==> src/rtl/irr_pkg.sv <==
// irr_pkg: shared constants and channel mode type for the interrupt request register.
package irr_pkg;
    localparam int IRR_N_DEFAULT    = 8;
    localparam int IRR_SYNC_DEFAULT = 2;
    typedef enum logic {IRR_EDGE = 1'b0, IRR_LEVEL = 1'b1} irr_mode_t;
endpackage

==> src/rtl/irr_sync.sv <==
// irr_sync: N-bit, STAGES-deep flop synchronizer with synchronous reset to 0.
module irr_sync #(
    parameter int N      = 8,
    parameter int STAGES = 2
) (
    input  logic         clk,
    input  logic         rst,
    input  logic [N-1:0] d_i,
    output logic [N-1:0] q_o
);
    logic [N-1:0] stg_q [STAGES];
    always_ff @(posedge clk) begin
        if (rst) begin
            for (int s = 0; s < STAGES; s++) stg_q[s] <= '0;
        end else begin
            stg_q[0] <= d_i;
            for (int s = 1; s < STAGES; s++) stg_q[s] <= stg_q[s-1];
        end
    end
    assign q_o = stg_q[STAGES-1];
endmodule

==> src/rtl/irr_bank.sv <==
// irr_bank: PIC interrupt request register with per-channel edge/level capture, INTA freeze and ack-clear.
// Define IRR_SYNC_EN to pass IRR through an irr_sync synchronizer before edge/level detection.
module irr_bank
    import irr_pkg::*;
#(
    parameter int N_IRQ       = IRR_N_DEFAULT,
    parameter int SYNC_STAGES = IRR_SYNC_DEFAULT
) (
    input  logic             clk,
    input  logic             IRR_reset,
    input  logic [N_IRQ-1:0] IRR,
    input  logic [N_IRQ-1:0] LTIM,
    input  logic             INTA_FREEZE,
    input  logic [N_IRQ-1:0] INTA_1,
    output logic [N_IRQ-1:0] IRR_priority,
    output logic [N_IRQ-1:0] IRR_control,
    output logic             irr_any
);
    logic [N_IRQ-1:0] ir, rise, set;
    logic [N_IRQ-1:0] pend_q, pend_d, prev_q, hold_q, hold_d, blk_q, blk_d;

    if (N_IRQ < 1 || N_IRQ > 32 || SYNC_STAGES < 2) begin : g_bad_cfg
        $error("irr_bank: N_IRQ must be 1..32 and SYNC_STAGES >= 2");
    end

`ifdef IRR_SYNC_EN
    irr_sync #(.N(N_IRQ), .STAGES(SYNC_STAGES)) u_sync (
        .clk (clk),
        .rst (IRR_reset),
        .d_i (IRR),
        .q_o (ir)
    );
`else
    assign ir = IRR;
`endif

    assign rise = ir & ~prev_q;

    for (genvar c = 0; c < N_IRQ; c++) begin : g_ch
        logic lvl;
        assign lvl = irr_mode_t'(LTIM[c]) == IRR_LEVEL;
        // an ack in the same cycle already masks the level term, so the held request drops at once
        assign set[c]    = lvl ? ir[c] & ~(blk_q[c] | INTA_1[c]) : rise[c];
        assign pend_d[c] = INTA_FREEZE ? pend_q[c] & ~INTA_1[c]
                         : ((~lvl & pend_q[c] & ~INTA_1[c]) | set[c] | hold_q[c]);
        assign hold_d[c] = INTA_FREEZE & (hold_q[c] | (~lvl & rise[c]));
        assign blk_d[c]  = lvl & (INTA_1[c] | (blk_q[c] & ir[c]));
    end

    always_ff @(posedge clk) begin
        if (IRR_reset) begin
            pend_q <= '0;
            prev_q <= '0;
            hold_q <= '0;
            blk_q  <= '0;
        end else begin
            pend_q <= pend_d;
            prev_q <= ir;
            hold_q <= hold_d;
            blk_q  <= blk_d;
        end
    end

    assign IRR_priority = pend_q;
    assign IRR_control  = pend_q;
    assign irr_any      = |pend_q;
endmodule

==> config.mk <==
export PLATFORM = sky130hd
export DESIGN_NAME = irr_bank
export DESIGN_NICKNAME = d
export VERILOG_FILES = /design/src/rtl/irr_pkg.sv /design/src/rtl/irr_sync.sv /design/src/rtl/irr_bank.sv
export SDC_FILE = /design/constraint.sdc
export NUM_CORES = 1
export LEC_CHECK = 0
export BUFFER_PORTS_ARGS = -buffer_cell sky130_fd_sc_hd__buf_2
export CAP_MARGIN = 5
export CORE_ASPECT_RATIO = 1.5
export CORE_MARGIN = 1.5
export CORE_UTILIZATION = 45
export CTS_CLUSTER_DIAMETER = 150
export DETAILED_ROUTE_END_ITERATION = 12
export GPL_TIMING_DRIVEN = 0
export PLACE_DENSITY = 0.73
export SYNTH_ARGS = -nofsm -noshare
export SYNTH_HDL_FRONTEND = slang
export SYNTH_SLANG_ARGS = --single-unit
export TNS_END_PERCENT = 50
==> constraint.sdc <==
create_clock -name clk -period 1.5 [get_ports clk]
set_input_delay 0.3 -clock clk [delete_from_list [all_inputs] [get_ports clk]]
set_output_delay 0.3 -clock clk [all_outputs]
set_load 0.005 [all_outputs]
# After elaboration in Yosys (flattened, before gate mapping)
# Index checks and enable logic that the tools add are counted.
[op_classes] n_addsub=0 n_mul=0 n_div=0 n_lt_le_gt_ge=0 eq_ne=0 n_shift=0 mux=16 n_bitwise=130 reduce_logical=1
[ops] cell="$and A1 B1 Y1" count=64
[ops] cell="$or A1 B1 Y1" count=40
[ops] cell="$not A1 Y1" count=24
[ops] cell="$mux W1" count=16
[ops] cell="$and A8 B8 Y8" count=1
[ops] cell="$not A8 Y8" count=1
[ops] cell="$reduce_or A8 Y1" count=1
[totals] register_bits=32 latch_bits=0 mem_bits_rw=0 romBits=0 wordCells=151 mem_count=0

# Logic depth before layout (Yosys ltp)
# Gate-level depths: netlist of the first run.
[logic_depth] word_depth=7 mapped_depth=4 ltp_nobuf=3

# Least setup slack after synthesis of the first run
# No wires, ideal clock.
[synth_timing] kind="reg2out" from="register pend_q[5], in the netlist IRR_control[5]" to="output port irr_any" arrival_time_ps=664 required_time_ps=1200 setup_slack_ps=536 stages_incl_launch_ff=3 n_path_buf=0 path_cell_list="dfxtp_1 -> nor4_1 -> nand2_1"
[synth_via] elab_chain_cells=1
[synth_rtl] element="start: declaration" line="irr_bank.sv:20" text="logic [N_IRQ-1:0] pend_q, pend_d, prev_q, hold_q, hold_d, blk_q, blk_d;"
[synth_rtl] element="start signal: assignment" line="irr_bank.sv:57" text="pend_q <= pend_d;"
[synth_rtl] element="$reduce_or A8 Y1" line="irr_bank.sv:66" text="assign irr_any = |pend_q;"
[synth_rtl] element="end: declaration" line="irr_bank.sv:17" text="output logic irr_any"
# No other way between the ends.

# Final worst setup path of the first run
[layout_timing] from="register pend_q[4], in the netlist IRR_control[4]" to="output port irr_any"
# The elaborated chain is that of the path after synthesis.

==> results.tsv, run 1 <==
stage	metric	value	unit
clock_network	insertion_delay	290	ps
route	drc	0	
critical_path	crit_type	flip-flop to output pin	
logic_synthesis	synth_xor_area_frac	0	
die	initial_core_util	0.476	
placement	dp_cells	210	
logic_synthesis	yosys-top-cells-area	dfxtp_1, nor3b_1, a21oi_1	
global_route	antenna_found_initial	0	
placement	placed_cell_area	1550	sq um
layout	final_layout_size_suffix_gt1_frac	0.381	
die	die_x	46.7	um
placement	hpwl	2100	um
min_path	whs_path_depth	2	
logic_synthesis	synthFlopType	dfxtp_1	
placement	gp_congestion	0.745	
timing	slew_headroom	0.628	
route	dr.pass1.iters	4	
timing	clock_skew	4.71	ps
critical_path	reg2reg_slack	510	ps
logic_synthesis	synth_top_family_by_area	simple AND/OR/NAND/NOR gates	
logic_synthesis	syn_avg_cell_area	9.90	sq um
logic_synthesis	yosysSeqAreaShare	0.498	
global_route	grt_max_degree	11	
power	cellPowerDensity	1210	nW/um^2
clock_network	cts_tree	yes	
logic_synthesis	ys_ff_latch	32	
power	ir_drop	695	uV
power	p_leak	0.729	nW
logic_synthesis	synthTopCellsByCount	dfxtp_1, a21oi_1, nor2_1, nor3b_1	
timing	finalMaxSlewViolations	0	
logic_synthesis	synth.mux.area_fraction	0	
die	core_region_area	2710	sq um
logic_synthesis	synth_nets	157	
layout	stdcell_count	218	
layout	antenna_cells	0	
timing	fin_crit_sh	0.974	
clock_network	postCtsHoldBufs	0	
route	routed_wl	3020	um
timing	rsz0062_at_grt	false	
layout	synthToLayoutAreaGrowth	30.7	%
critical_path	critPathCaptureType	output pin	
clock_network	root_buffer	clkbuf_8	
die	ios	44	
clock_network	clockBufferDepth	2	
power	total_power	2.04	mW
route	ant_nets	0	
logic_synthesis	yosys_warnings	0	
global_route	grt_use_total	0.217	
run	max_cap_violations	0	
timing	max_freq	685	MHz
logic_synthesis	yosysUniqueCellTypes	16	
clock_network	cts.clk_slew.worst_paths	70	ps
placement	port_buffers	43	
logic_synthesis	synth_compound_area_frac	0.117	
critical_path	r2r_cells	3	
global_route	grt_first_pass_wirelength	4690	um
logic_synthesis	synthesis.area	1290	sq um
timing	finalCriticalPeriod	1460	ps
clock_network	cts.htree.levels	2	
critical_path	critPathRequiredTime	1200	ps
layout	fin_area	1680	sq um
logic_synthesis	synth-edff-count	0	
clock_network	cts_buffers	5	
timing	hold_viol_final	0	
critical_path	worstPathArrival	1160	ps
outcome	status	finished clean	
critical_path	crit_path_max_fanout	4	
logic_synthesis	synth_cells	130	
clock_network	cts_sinks	32	
logic_synthesis	yosysMostFrequentCell	dfxtp_1	
timing	finalSetupTns	0	ps
route	num_vias	1126	
die	rows	23	
logic_synthesis	synthAdderAreaFrac	0	
route	avgRoutedWirePerCell	13.8	um
critical_path	critPathLaunchType	flip-flop	
timing	setup_violations	0	
global_route	grt_overflow	0	
logic_synthesis	yosys.area_share.simple	0.319	
logic_synthesis	ys_async_sr_fraction	0	
logic_synthesis	netlist.area_leader.share	0.498	
die	die_h	68.5	um
route	drt_iter0_drc	21	
layout	nets	207	
route	viasPerCell	5.17	
die	dieArea	3200	sq um
timing	max_slew.worst_pin.slew	557	ps
global_route	first_global_vias	1095	
min_path	hold_path.class	input pin to flip-flop	
logic_synthesis	yosys.area.top_type	dfxtp_1	
worst max-delay path: stages (launching register included):
cell and delay [ps]:
dfxtp_2 350, nor4_2 320, nand2_1 80, buf_2 130
final timing paths:
path,startpoint,end
worst max-delay path,IRR_control[4]$_SDFF_PP0_,irr_any
worst min-delay path,INTA_1[3],IRR_control[3]$_SDFF_PP0_
worst max register to register,blk_q[4]$_SDFF_PP0_,IRR_control[4]$_SDFF_PP0_
worst min register to register,hold_q[7]$_SDFF_PP0_,hold_q[7]$_SDFF_PP0_
layout make-up:
type | count | area [sq um]
Multi-Input combinational cell | 85 | 567
Clock buffer | 7 | 96.3
Buffer | 13 | 86.3
Sequential cell | 32 | 642
Tap cell | 37 | 46.3
Clock inverter | 1 | 30.0
Timing Repair Buffer | 43 | 215
Fill cell | 269 | 1020
sequential cells by signal (all words and copies together), names as in the netlist:
signal and flops:
IRR_control 8, hold_q 8, prev_q 8, blk_q 8
cell families (layout without fill, tap and decap cells):
logic type             Yosys count  count (layout)
AO/OA/AOI/OAI                   24              24
buffers and inverters           13              64
flip-flops                      32              32
AND/OR/NAND/NOR                 61              61
report_power, final:
| part | total [mW] | internal (mW) | switching, mW |
|---|---|---|---|
| clock | 0.901 | 0.586 | 0.315 |
| combinational | 0.228 | 0.122 | 0.106 |
| sequential | 0.914 | 0.891 | 0.0238 |
| total | 2.04 | 1.60 | 0.445 |
per-stage QoR:
stage / worst slack, ps / hold WS (ps) / utilization
3_5_place_dp: 223 / 443 / 0.573
2_1_floorplan: 536 / 372 / -
5_1_grt: 3.13 / 230 / 0.622
3_3_place_gp: 225 / 437 / 0.573
6_report: 39.5 / 223 / 0.622
4_1_cts: 15.3 / 219 / 0.622
layer usage:
layer	up-vias	share of wire	GRT usage	wire (um)
li1	557	-	-	-
met1	526	0.41	0.228	1250
met2	37	0.50	0.363	1510
met3	6	0.060	0.0703	180
met4	0	0.026	0.135	78
met5	-	0	0	0
cells in the final DEF (no fill, tap or decap):
cell / count
o32ai_1: 8
dfxtp_2: 1
buf_6: 1
or2_2: 1
nor4_1: 1
nand2_1: 1
or2b_1: 1
buf_4: 8
nor2b_1: 8
and4bb_2: 6
clkbuf_8: 7
nor2_1: 16
dfxtp_1: 31
nor4_2: 1
a21oi_1: 16
buf_2: 43
nand2b_1: 8
nor3b_1: 16
bufinv_16: 1
and4bb_1: 2
clkbuf_1: 4
repair_timing:
item	4_1_cts	5_1_grt
gates resized for setup	1	1
buffers inserted	0	0
cloned	0	0
setup endpoints to repair	1	1
pin swaps	0	1
hold endpoints to repair	0	0
No activity file was read; power rests on OpenSTA's default activity.
==> run 2, diff against run 1 <==
RECOVER_POWER = 50   (was unset)
==> run 2 against run 1 <==
Effect of this change:
- clock skew barely moved
- global-route usage unchanged
- clock-buffer cell count unchanged
- critical path depth stayed put
- largest cell class unchanged
==> results.tsv, run 2 (synthesis results as in run 1) <==
stage	metric	value	unit
critical_path	critical_path_depth	3	
clock_network	cts.htree.levels	2	
route	avgRoutedWirePerCell	13.8	um
placement	gp_congestion	0.745	
critical_path	worstReg2RegStart	blk_q[4]$_SDFF_PP0_	
placement	pre_cts_ws	223	ps
layout	stdcell_count	218	
route	num_vias	1128	
min_path	hold_path.class	input pin to flip-flop	
clock_network	root_buffer	clkbuf_8	
clock_network	cts_sinks	32	
die	die_x	46.7	um
global_route	grt_max_degree	11	
power	switching_share	0.217	
critical_path	cp_slowest_cell	dfxtp_1	
critical_path	crit_path_max_fanout	4	
die	initial_core_util	0.476	
timing	max_slew.worst_pin.slew	563	ps
critical_path	critPathCapture	irr_any	
route	drt_iter0_drc	19	
layout	final_cell_mix	buf_2, dfxtp_1, a21oi_1, nor3b_1, nor2_1	
route	routed_wl	3010	um
outcome	status	finished clean	
timing	fin_crit_sh	0.971	
power	p_comb_frac	0.111	
critical_path	worstPathArrival	1160	ps
layout	final_common_cell	buf_2	
layout	nets	207	
timing	hold_viol_final	0	
critical_path	rr_endpoint	IRR_control[4]$_SDFF_PP0_	
power	cellPowerDensity	1220	nW/um^2
global_route	grt_first_pass_wirelength	4690	um
critical_path	critPathLaunchType	flip-flop	
clock_network	insertion_delay	290	ps
critical_path	critPathTopFamily	simple AND/OR/NAND/NOR gates	
critical_path	slowest_delay	350	ps
die	core_region_area	2710	sq um
placement	hpwl	2100	um
timing	finalMaxSlewViolations	0	
timing	max_freq	686	MHz
placement	dp_cells	210	
critical_path	reg2reg_slack	510	ps
clock_network	cts_buffers	5	
timing	fin_ws	42.8	ps
global_route	grt_overflow	0	
power	clkPwrFrac	0.441	
critical_path	critPathCaptureType	output pin	
timing	finalSetupTns	0	ps
placement	port_buffers	43	
die	dieArea	3200	sq um
global_route	grt_use_total	0.217	
timing	clock_skew	4.64	ps
timing	setup_violations	0	
critical_path	crit_type	flip-flop to output pin	
critical_path	r2r_cells	3	
power	ir_drop	695	uV
die	rows	23	
global_route	first_global_vias	1095	
layout	antenna_cells	0	
die	die_h	68.5	um
power	seqPwrFrac	0.448	
timing	holdWs	223	ps
global_route	antenna_found_initial	0	
critical_path	critPathRequiredTime	1200	ps
critical_path	cp_num_buf_inv	1	
critical_path	crit_start	IRR_control[3]$_SDFF_PP0_	
layout	n_fill_cell	274	
route	drc	0	
timing	rsz0062_at_grt	false	
clock_network	cts_tree	yes	
layout	final_layout_size_suffix_gt1_frac	0.354	
route	viasPerCell	5.17	
route	ant_nets	0	
clock_network	cts.clk_slew.worst_paths	70	ps
power	p_sw	443	uW
power	p_int	1.60	mW
layout	synthToLayoutAreaGrowth	30.2	%
critical_path	cp_cell_sequence	nor4_2 -> nand2_1 -> buf_2	
run	max_cap_violations	0	
timing	slew_headroom	0.625	
route	dr.pass1.iters	4	
die	ios	44	
clock_network	post_cts_buffers	0	
timing	finalCriticalPeriod	1460	ps
power	total_power	2.04	mW
clock_network	postCtsHoldBufs	0	
clock_network	clockBufferDepth	2	
power	p_leak	0.715	nW
[run 2: worst min-delay path by stage]
| stage | start | to | slack, ps | cells past startpoint |
|---|---|---|---|---|
| 2_1_floorplan | IRR_reset | prev_q[0]$_SDFF_PP0_ | 370 | 1 |
| 3_3_place_gp | hold_q[5]$_SDFF_PP0_ | hold_q[5]$_SDFF_PP0_ | 440 | 2 |
| 3_5_place_dp | hold_q[3]$_SDFF_PP0_ | hold_q[3]$_SDFF_PP0_ | 440 | 2 |
| 4_1_cts | INTA_1[3] | IRR_control[3]$_SDFF_PP0_ | 220 | 2 |
| 5_1_grt | INTA_1[3] | IRR_control[3]$_SDFF_PP0_ | 230 | 2 |
| 6_report | INTA_1[3] | IRR_control[3]$_SDFF_PP0_ | 220 | 2 |
[run 2: power by group through the flow]
stage	Sequential (mW)	Combinational, mW	Clock, mW
final	0.914	0.226	0.898
after global routing	0.918	0.253	0.948
after CTS	0.914	0.229	0.911
after detailed placement	0.932	0.226	0
after global placement	0.930	0.220	0
after floorplan	0.927	0.121	0
[run 2: repair_timing]
| action | in CTS | in global routing |
|---|---|---|
| endpoints found under the hold margin | 0 | 0 |
| resized for setup | 1 | 1 |
| pin swaps | 0 | 1 |
| endpoints found under the setup margin | 1 | 1 |
[run 2: metal layers]
metal / vias up / GRT usage / share of wire
li1: 556 / - / -
met1: 521 / 0.228 / 0.41
met2: 39 / 0.363 / 0.50
met3: 12 / 0.0703 / 0.059
met4: 0 / 0.135 / 0.029
met5: - / 0 / 0
[run 2: worst register-to-register path: stages, from the launching register on]
cell and delay (ps):
dfxtp_1 320, and4bb_2 280, a21oi_1 40, o32ai_1 250
[run 2: layout make-up]
class	count	area (sq um)	share of cell area
Timing Repair Buffer	43	209	0.125
Clock buffer	7	96.3	0.0575
Buffer	13	86.3	0.0515
Multi-Input combinational cell	85	567	0.338
Sequential cell	32	642	0.383
Tap cell	37	46.3	0.0276
Clock inverter	1	30.0	0.0179
[run 2: through the flow]
step / utilization / cell area (sq um)
final: 0.620 / 1680
after floorplan: - / 1290
after global placement: 0.573 / 1550
after CTS: 0.622 / 1680
after detailed placement: 0.573 / 1550
after global routing: 0.620 / 1680
==> run 3, diff against run 2 <==
CORE_UTILIZATION = 41   (was 45)
CTS_CLUSTER_DIAMETER = 50   (was 150)
PLACE_DENSITY = 0.67   (was 0.73)
==> run 3 against run 2 <==
Effect of this change:
- combinational power about the same
- critical path depth unchanged
- clock skew decreased by 0.71 ps
- cell count increased by 0.92%
- first-iteration DRC count decreased by 32%
- worst hold slack improved by 3.5 ps
- total power decreased by 4.7%
- clock power decreased by 11%
==> results.tsv, run 3 (synthesis results as in run 1) <==
stage	metric	value	unit
clock_network	cts_buffers	5	
clock_network	root_buffer	clkbuf_8	
layout	final_core_util	0.568	
timing	setup_violations	0	
clock_network	insertion_delay	280	ps
critical_path	critPathLaunchType	flip-flop	
global_route	grt_overflow	0	
route	dr.pass1.iters	4	
route	drc	0	
layout	final_layout_size_suffix_gt1_frac	0.359	
layout	antenna_cells	0	
power	switching_share	0.224	
run	max_cap_violations	0	
layout	synthToLayoutAreaGrowth	29.8	%
global_route	grt_first_pass_wirelength	4920	um
die	dieArea	3490	sq um
clock_network	cts_tree	yes	
route	drt_iter0_drc	13	
min_path	whs_path_depth	2	
power	ir_drop	917	uV
timing	finalCriticalPeriod	1420	ps
global_route	antenna_found_initial	0	
clock_network	clockBufferDepth	2	
outcome	status	finished clean	
power	p_comb_frac	0.118	
power	clkPwrFrac	0.410	
die	die_x	48.8	um
critical_path	critPathCaptureType	output pin	
clock_network	cts.clk_slew.worst_paths	70	ps
layout	final_cell_mix	buf_2, dfxtp_1, a21oi_1, nor3b_1, nor2_1	
critical_path	r2r_cells	3	
clock_network	cts.htree.levels	2	
critical_path	critPathRequiredTime	1200	ps
power	p_leak	0.711	nW
timing	fin_crit_sh	0.943	
route	routed_wl	2970	um
die	initial_core_util	0.438	
timing	holdWs	227	ps
timing	finalMaxSlewViolations	0	
clock_network	postCtsHoldBufs	0	
die	ios	44	
global_route	grt_use_total	0.183	
placement	gp_congestion	0.759	
route	viasPerCell	5.13	
layout	nets	207	
power	p_int	1.51	mW
timing	max_slew.worst_pin.slew	550	ps
die	rows	24	
critical_path	crit_path_max_fanout	4	
route	ant_nets	0	
critical_path	worstPathArrival	1120	ps
timing	max_freq	707	MHz
critical_path	crit_type	flip-flop to output pin	
min_path	hold_path.class	input pin to flip-flop	
power	p_sw	435	uW
global_route	first_global_vias	1128	
die	core_region_area	2940	sq um
timing	finalSetupTns	0	ps
clock_network	cts_sinks	32	
power	cellPowerDensity	1160	nW/um^2
layout	final_common_cell	buf_2	
timing	hold_viol_final	0	
timing	slew_headroom	0.633	
timing	clock_skew	3.94	ps
route	avgRoutedWirePerCell	13.5	um
global_route	grt_max_degree	11	
placement	port_buffers	43	
power	seqPwrFrac	0.472	
layout	n_fill_cell	299	
die	die_h	71.6	um
placement	hpwl	2130	um
route	num_vias	1129	
timing	rsz0062_at_grt	false	
[run 3: changes by cell type in the layout (fill, tap and decap cells not counted), sizes merged]
cell / change
clkbuf: -1
clkinv: +1
[run 3: repair_timing]
action	4_1_cts	5_1_grt
setup buffers	0	0
gates resized for setup	1	4
pin swaps	0	1
setup endpoints to repair	1	1
[run 3: final cells by class]
cell class                 instances  area, sq um  share of cell area
buffer                            13         86.3              0.0516
clock inverter                     2         35.0              0.0210
tap                               39         48.8              0.0292
clock buffer                       6         72.6              0.0434
multi-input combinational         85          576               0.344
sequential                        32          644               0.385
timing repair buffer              43          209               0.125
[run 3: through the flow]
stage,instance area (sq um),std cells,power (mW),setup slack (ps)
detailed placement,1550,212,1.16,228
finish,1670,220,1.94,84.8
global route,1670,220,2.05,8.97
CTS,1670,220,1.96,19.8
floorplan,1290,130,1.05,536
global placement,1550,212,1.15,215
[run 3: power by group through the flow]
stage | Combinational, mW | Clock, mW | Sequential [mW]
floorplan | 0.121 | 0 | 0.927
global placement | 0.221 | 0 | 0.930
detailed placement | 0.226 | 0 | 0.932
CTS | 0.229 | 0.817 | 0.914
global route | 0.252 | 0.872 | 0.922
finish | 0.228 | 0.796 | 0.917
[run 3: worst max-delay path, stage by stage (launching register included)]
cell     delay [ps]
dfxtp_2         350
nor4_4          290
nand2_1          70
buf_2           130
[run 3: final timing paths]
path	startpoint	slack, ps	to
worst min-delay path	INTA_1[6]	230	IRR_control[6]$_SDFF_PP0_
worst max register to register	blk_q[3]$_SDFF_PP0_	530	IRR_control[3]$_SDFF_PP0_
worst max-delay path	IRR_control[4]$_SDFF_PP0_	80	irr_any
worst min register to register	hold_q[0]$_SDFF_PP0_	460	hold_q[0]$_SDFF_PP0_
[run 3: metal layers]
| metal | share of wire | routed length, um | vias to the layer above | global-route usage |
|---|---|---|---|---|
| met5 | 0 | 0 | - | 0 |
| met4 | 0.013 | 40 | 0 | 0.0698 |
| met3 | 0.068 | 201 | 4 | 0.0646 |
| met2 | 0.51 | 1520 | 41 | 0.339 |
| met1 | 0.41 | 1210 | 524 | 0.187 |
| li1 | - | - | 560 | - |
